$ cat config.mk
export PLATFORM = sky130hd
export DESIGN_NAME = crc_stream_encoder
export DESIGN_NICKNAME = d
export VERILOG_FILES = /design/src/rtl/crc_stream_pkg.sv /design/src/rtl/crc_fold_step.sv /design/src/rtl/crc_stream_encoder.sv
export SDC_FILE = /design/constraint.sdc
export NUM_CORES = 1
export LEC_CHECK = 0
export ABC_AREA = 1
export CAP_MARGIN = 20
export CORE_MARGIN = 10
export CORE_UTILIZATION = 30
export DETAILED_ROUTE_END_ITERATION = 8
export GPL_TIMING_DRIVEN = 0
export PLACE_DENSITY = 0.5
export SYNTH_ARGS = -nofsm -noshare
export SYNTH_HDL_FRONTEND = slang
export SYNTH_SLANG_ARGS = --single-unit
$ cat constraint.sdc
create_clock -name clk -period 4.46 [get_ports clk]
set_clock_uncertainty 0.2 [all_clocks]
set_input_delay 0.669 -clock clk [delete_from_list [all_inputs] [get_ports clk]]
set_output_delay 0.669 -clock clk [all_outputs]
set_load 0.01 [all_outputs]
$ cat src/rtl/crc_stream_pkg.sv
// rtl/crc_stream_pkg.sv - shared types and helpers for the streaming CRC encoder
package crc_stream_pkg;

    localparam int CRC_W_MAX = 32;

    typedef enum logic [1:0] {
        ST_IDLE,
        ST_SHIFT,
        ST_WAIT,
        ST_DONE
    } state_t;

    // Reverses the low 'width' bits of v; bits at and above 'width' return zero.
    function automatic logic [CRC_W_MAX-1:0] reverse_crc(input logic [CRC_W_MAX-1:0] v,
                                                         input int width);
        logic [CRC_W_MAX-1:0] r;
        r = '0;
        for (int i = 0; i < CRC_W_MAX; i++) begin
            if (i < width) r[i] = v[width-1-i];
        end
        return r;
    endfunction

endpackage

$ cat src/rtl/crc_fold_step.sv
// rtl/crc_fold_step.sv - combinational fold of BITS message bits into a CRC, MSB of bits first
module crc_fold_step #(
    parameter int CRC_W = 8,
    parameter int BITS  = 1
) (
    input  logic [CRC_W-1:0] crc_in,
    input  logic [CRC_W-1:0] poly,
    input  logic [BITS-1:0]  bits,
    output logic [CRC_W-1:0] crc_out
);

    logic [CRC_W-1:0] c;
    logic             fb;

    always_comb begin
        c  = crc_in;
        fb = 1'b0;
        for (int i = BITS - 1; i >= 0; i--) begin
            fb = c[CRC_W-1] ^ bits[i];
            c  = {c[CRC_W-2:0], 1'b0} ^ (fb ? poly : '0);
        end
        crc_out = c;
    end

endmodule

$ cat src/rtl/crc_stream_encoder.sv
// rtl/crc_stream_encoder.sv - streaming CRC generator with runtime poly/init/xorout/reflection
module crc_stream_encoder
    import crc_stream_pkg::*;
#(
    parameter int DATA_W         = 8,
    parameter int CRC_W          = 8,
    parameter int BITS_PER_CYCLE = 1
) (
    input  logic              clk,
    input  logic              resetn,
    input  logic              clr,
    input  logic [CRC_W-1:0]  cfg_poly,
    input  logic [CRC_W-1:0]  cfg_init,
    input  logic [CRC_W-1:0]  cfg_xorout,
    input  logic              cfg_refin,
    input  logic              cfg_refout,
    input  logic              s_valid,
    output logic              s_ready,
    input  logic [DATA_W-1:0] s_data,
    input  logic              s_last,
    output logic              m_valid,
    input  logic              m_ready,
    output logic [CRC_W-1:0]  m_crc
);

    localparam int N     = DATA_W / BITS_PER_CYCLE;
    localparam int CNT_W = $clog2(N) + 1;
    localparam logic [CNT_W-1:0] CNT_LAST = CNT_W'(N - 1);

    state_t              state, state_nxt;
    logic [CRC_W-1:0]    crc, crc_nxt, crc_final;
    logic [CRC_W-1:0]    poly_q, xorout_q;
    logic                refin_q, refout_q, last_q, refin_sel;
    logic [DATA_W-1:0]   beat_q, beat_in;
    logic [CNT_W-1:0]    cnt;
    logic [CRC_W_MAX-1:0] crc_ext;
    logic                shift_done;

    assign s_ready    = (state == ST_IDLE) || (state == ST_WAIT);
    assign m_valid    = (state == ST_DONE);
    assign shift_done = (state == ST_SHIFT) && (cnt == CNT_LAST);

    // Reflected input is reversed once at capture so the fold always runs MSB first.
    always_comb begin
        refin_sel = (state == ST_IDLE) ? cfg_refin : refin_q;
        beat_in   = s_data;
        if (refin_sel) begin
            for (int i = 0; i < DATA_W; i++) beat_in[i] = s_data[DATA_W-1-i];
        end
    end

    crc_fold_step #(
        .CRC_W (CRC_W),
        .BITS  (BITS_PER_CYCLE)
    ) u_fold (
        .crc_in  (crc),
        .poly    (poly_q),
        .bits    (beat_q[DATA_W-1 -: BITS_PER_CYCLE]),
        .crc_out (crc_nxt)
    );

    always_comb begin
        crc_ext            = '0;
        crc_ext[CRC_W-1:0] = crc_nxt;
        crc_final = (refout_q ? CRC_W'(reverse_crc(crc_ext, CRC_W)) : crc_nxt) ^ xorout_q;
    end

    always_ff @(posedge clk or negedge resetn) begin
        if (!resetn) state <= ST_IDLE;
        else         state <= state_nxt;
    end

    always_comb begin
        state_nxt = state;
        case (state)
            ST_IDLE:  if (s_valid) state_nxt = ST_SHIFT;
            ST_SHIFT: if (shift_done) state_nxt = last_q ? ST_DONE : ST_WAIT;
            ST_WAIT:  if (s_valid) state_nxt = ST_SHIFT;
            ST_DONE:  if (m_ready) state_nxt = ST_IDLE;
            default:  state_nxt = ST_IDLE;
        endcase
        if (clr) state_nxt = ST_IDLE;
    end

    always_ff @(posedge clk or negedge resetn) begin
        if (!resetn) begin
            crc      <= '0;
            cnt      <= '0;
            m_crc    <= '0;
            poly_q   <= '0;
            xorout_q <= '0;
            refin_q  <= 1'b0;
            refout_q <= 1'b0;
            last_q   <= 1'b0;
            beat_q   <= '0;
        end else if (clr) begin
            crc   <= '0;
            cnt   <= '0;
            m_crc <= '0;
        end else begin
            case (state)
                ST_IDLE: if (s_valid) begin
                    poly_q   <= cfg_poly;
                    xorout_q <= cfg_xorout;
                    refin_q  <= cfg_refin;
                    refout_q <= cfg_refout;
                    crc      <= cfg_init;
                    beat_q   <= beat_in;
                    last_q   <= s_last;
                    cnt      <= '0;
                end
                ST_SHIFT: begin
                    crc    <= crc_nxt;
                    beat_q <= beat_q << BITS_PER_CYCLE;
                    if (cnt != CNT_LAST) cnt <= cnt + 1'b1;
                    if (shift_done && last_q) m_crc <= crc_final;
                end
                ST_WAIT: if (s_valid) begin
                    beat_q <= beat_in;
                    last_q <= s_last;
                    cnt    <= '0;
                end
                default: ;
            endcase
        end
    end

endmodule

==> results by group <==
CTS
  • Clock Sinks: 49
  • Setup Fix Bufs, Post-CTS: 0
  • Num CTS Buffers: 5
  • CTS clock-pin slew for the worst setup and hold paths: 0.09 ns
  • CTS tree: yes
  • Root buffer cell: clkbuf_8
  • Post-CTS sizing: 0
  • Clock Tree Buf Depth: 2
  • H-tree depth: 2
  • # hold bufs at CTS: 0
  • Worst-Skew Late Latency: 0.30 ns

Pwr
  • P_sw: 0.731 mW
  • Sequential share of power: 36.8%
  • Combinational Power Share: 45.0%
  • Pwr/cell area: 537 nW/µm²
  • Net Sw Frac: 39.5%
  • Clock network power share: 18.1%
  • Leak: 1.60 nW
  • Worst vdd ir: 0.250 mV
  • Internal Pwr Total: 1.12 mW

Timing
  • TNS Setup: 0 ns
  • Final hold vios: 0
  • Worst rel slew slack: 58.7%
  • RSZ-0062 raised after global routing: false
  • Final period util: 54.3%
  • Worst Max-Slew Pin Slew: 0.619 ns
  • FMAX: 413 MHz
  • Max-slew violation count: 0
  • Final setup viols: 0
  • Min cycle time layout: 2.42 ns

Critical path
  • RR Endpoint: m_crc[1]
  • Buffers & Inverters on Critical Path: 3
  • Cell family with most CP delay: buffers and inverters
  • Crit path arrival time: 1.55 ns
  • Critical path fanouts, max: 10
  • CP Cell Sequence: buf_6 > nand2_1 > inv_1 > clkdlybuf4s50_1
  • CP max-delay cell: clkdlybuf4s50_1
  • Origin of the worst setup path: state[0]
  • Startpoint class of the critical path: flip-flop
  • Worst EP required: 3.59 ns
  • Largest stage delay on the critical path: 0.53 ns
  • WP depth: 4
  • Critical Path End: m_valid
  • Worst setup EP type: primary output
  • Worst Reg-to-Reg Cells: 7
  • RR Startpoint: cnt[0]
  • R2R setup slack: 2.76 ns
  • Critical path class: reg -> out

Synthesis
  • Synthesized area: 2700 µm²
  • Post-synth cell types: 33
  • Post-synth EDFFs: 0
  • Flop and latch count out of synthesis: 49
  • Most used DFF post-synth: dfrtp_1
  • Syn Area/Cell: 8.51 µm²
  • Part of the Yosys area used for sequential elements: 45.5%
  • Ys Warns: 0
  • Syn Inst Count: 317
  • Post-Syn Nets: 358
  • Async SR Flop Fraction: 100%

Min path
  • Min-Delay Path Class: in -> async

Cells and area
  • Commonest cells after routing, fill and taps aside: nand2_1, dfrtp_1, nand3_1, clkdlybuf4s50_1
  • Area Growth Syn to Fin: 27.7%
  • Post-route cell area: 3440 µm²
  • Layout cells sized above 1: 14.2%
  • Commonest non-fill, non-tap cell in the layout: nand2_1
  • Nets: 414
  • Diodes inserted: 0

GRT
  • Gr usage total: 11.0%
  • Number of global-route vias before repair: 2425
  • First-pass GRT wire length: 11900 µm
  • Grt ovf: 0
  • Initial antenna violation count: 0
  • Largest net degree at the start of global routing: 27

Route
  • DR vias: 2347
  • Final ANT Viol Nets: 0
  • DR pass1 iterations: 4
  • Starting DRT DRC Count: 92
  • Via/cell ratio: 4.87
  • DRC viols: 0
  • WL/cell: 14.7 µm
  • Routed Wire Length: 7060 µm

Placement
  • Gpl congestion: 0.736
  • Hpwl dp: 5310 µm
  • DP Area: 3330 µm²
  • IO buf count: 48

Die
  • Die area: 13200 µm²
  • # rows: 34
  • Starting density of the core: 30.9%
  • Top-Level Pins: 50
  • Core box area: 8720 µm²
  • Die Y: 115 µm
  • Die Wd: 115 µm

Run status
  • Run status: completed

Run
  • Max-cap violation count: 0
==> worst min path at each step <==
| stage | to | slack [ns] | cells past startpoint |
|---|---|---|---|
| floorplan | beat_q[0] | 0.17 | 0 |
| global placement | m_crc[0] | 0.27 | 2 |
| detailed placement | m_crc[0] | 0.27 | 2 |
| CTS | xorout_q[7] | 0.19 | 1 |
| global route | xorout_q[7] | 0.21 | 1 |
| finish | cnt[2] | 0.17 | 1 |
==> sequential cells by signal (all words and copies together) (netlist names) <==
signal and flops:
poly_q 8, last_q 1, refin_q 1, beat_q 8
refout_q 1, crc 8, m_crc 8, state 2
xorout_q 8, cnt 4
==> layer usage <==
metal / global-route usage (%) / vias up / share of wire (%)
met5: 0 / - / 0
li1: - / 1185 / -
met3: 3.49 / 2 / 6.1
met1: 13.6 / 1103 / 45
met4: 2.31 / 0 / 0.34
met2: 18.5 / 57 / 48
==> final cells by class <==
cell class | count | area (µm²)
clock buffer | 7 | 86.3
timing repair buffer | 49 | 495
inverter | 32 | 123
multi-input combinational | 226 | 1260
clock inverter | 1 | 30.0
sequential | 49 | 1230
fill | 901 | 5280
tap | 108 | 135
buffer | 10 | 88.8
==> per-stage QoR <==
step / utilization (%) / hold WS [ns] / total power, mW / cells / setup slack [ns]
6_report: 39.5 / 0.174 / 1.85 / 482 / 2.04
5_1_grt: 39.5 / 0.206 / 2.02 / 482 / 1.93
4_1_cts: 39.5 / 0.186 / 1.87 / 482 / 2.01
3_5_place_dp: 38.1 / 0.272 / 1.53 / 474 / 2.15
3_3_place_gp: 38.0 / 0.268 / 1.51 / 473 / 0.926
2_1_floorplan: - / 0.173 / 1.31 / 317 / 2.70
==> cells in the mapped netlist, types with 2 or more instances <==
master     n  share of area [%]
o21ai_0   24                4.5
inv_1     23                3.2
nand2_4    3                1.3
buf_2      2               0.37
buf_4      3               0.84
dfrtp_1   49                 45
o21ai_1   10                1.9
nand2_1   62                8.6
buf_6      5                2.1
nor2_4     4                1.7
a21oi_1   11                2.0
o21ai_4    2                1.2
o211ai_1   8                2.2
inv_2      7               0.97
nor2_1    24                3.3
mux2_4     8                4.5
nand3_1   47                8.7
o21ai_2    3               0.97
nand4_1    8                1.9
==> kinds of logic after synthesis <==
logic type                 after synthesis  share of synthesized area (%)
buffers and inverters                   42                           7.84
muxes                                    9                           4.83
AOI/OAI and AO/OA                       62                           13.8
adders and majority gates                1                          0.464
and+or+nand+nor                        153                           27.2
DFF                                     49                           45.5
xor gates and xnor gates                 1                          0.325
==> worst reg2reg max path: stages, from the launching register on <==
cell     delay, ns
dfrtp_1       0.40
ha_1          0.18
nand2_1       0.09
nor2_1        0.25
nand2_4       0.10
nor2_4        0.22
nand3_1       0.13
nand2_1       0.07
==> power by group through the flow <==
stage	Combinational, mW	Sequential (mW)	Clock [mW]
6_report	0.833	0.681	0.335
3_3_place_gp	0.822	0.688	0
5_1_grt	0.953	0.702	0.366
2_1_floorplan	0.639	0.666	0
3_5_place_dp	0.840	0.689	0
4_1_cts	0.842	0.682	0.350
(Power assumes the default switching activity.)
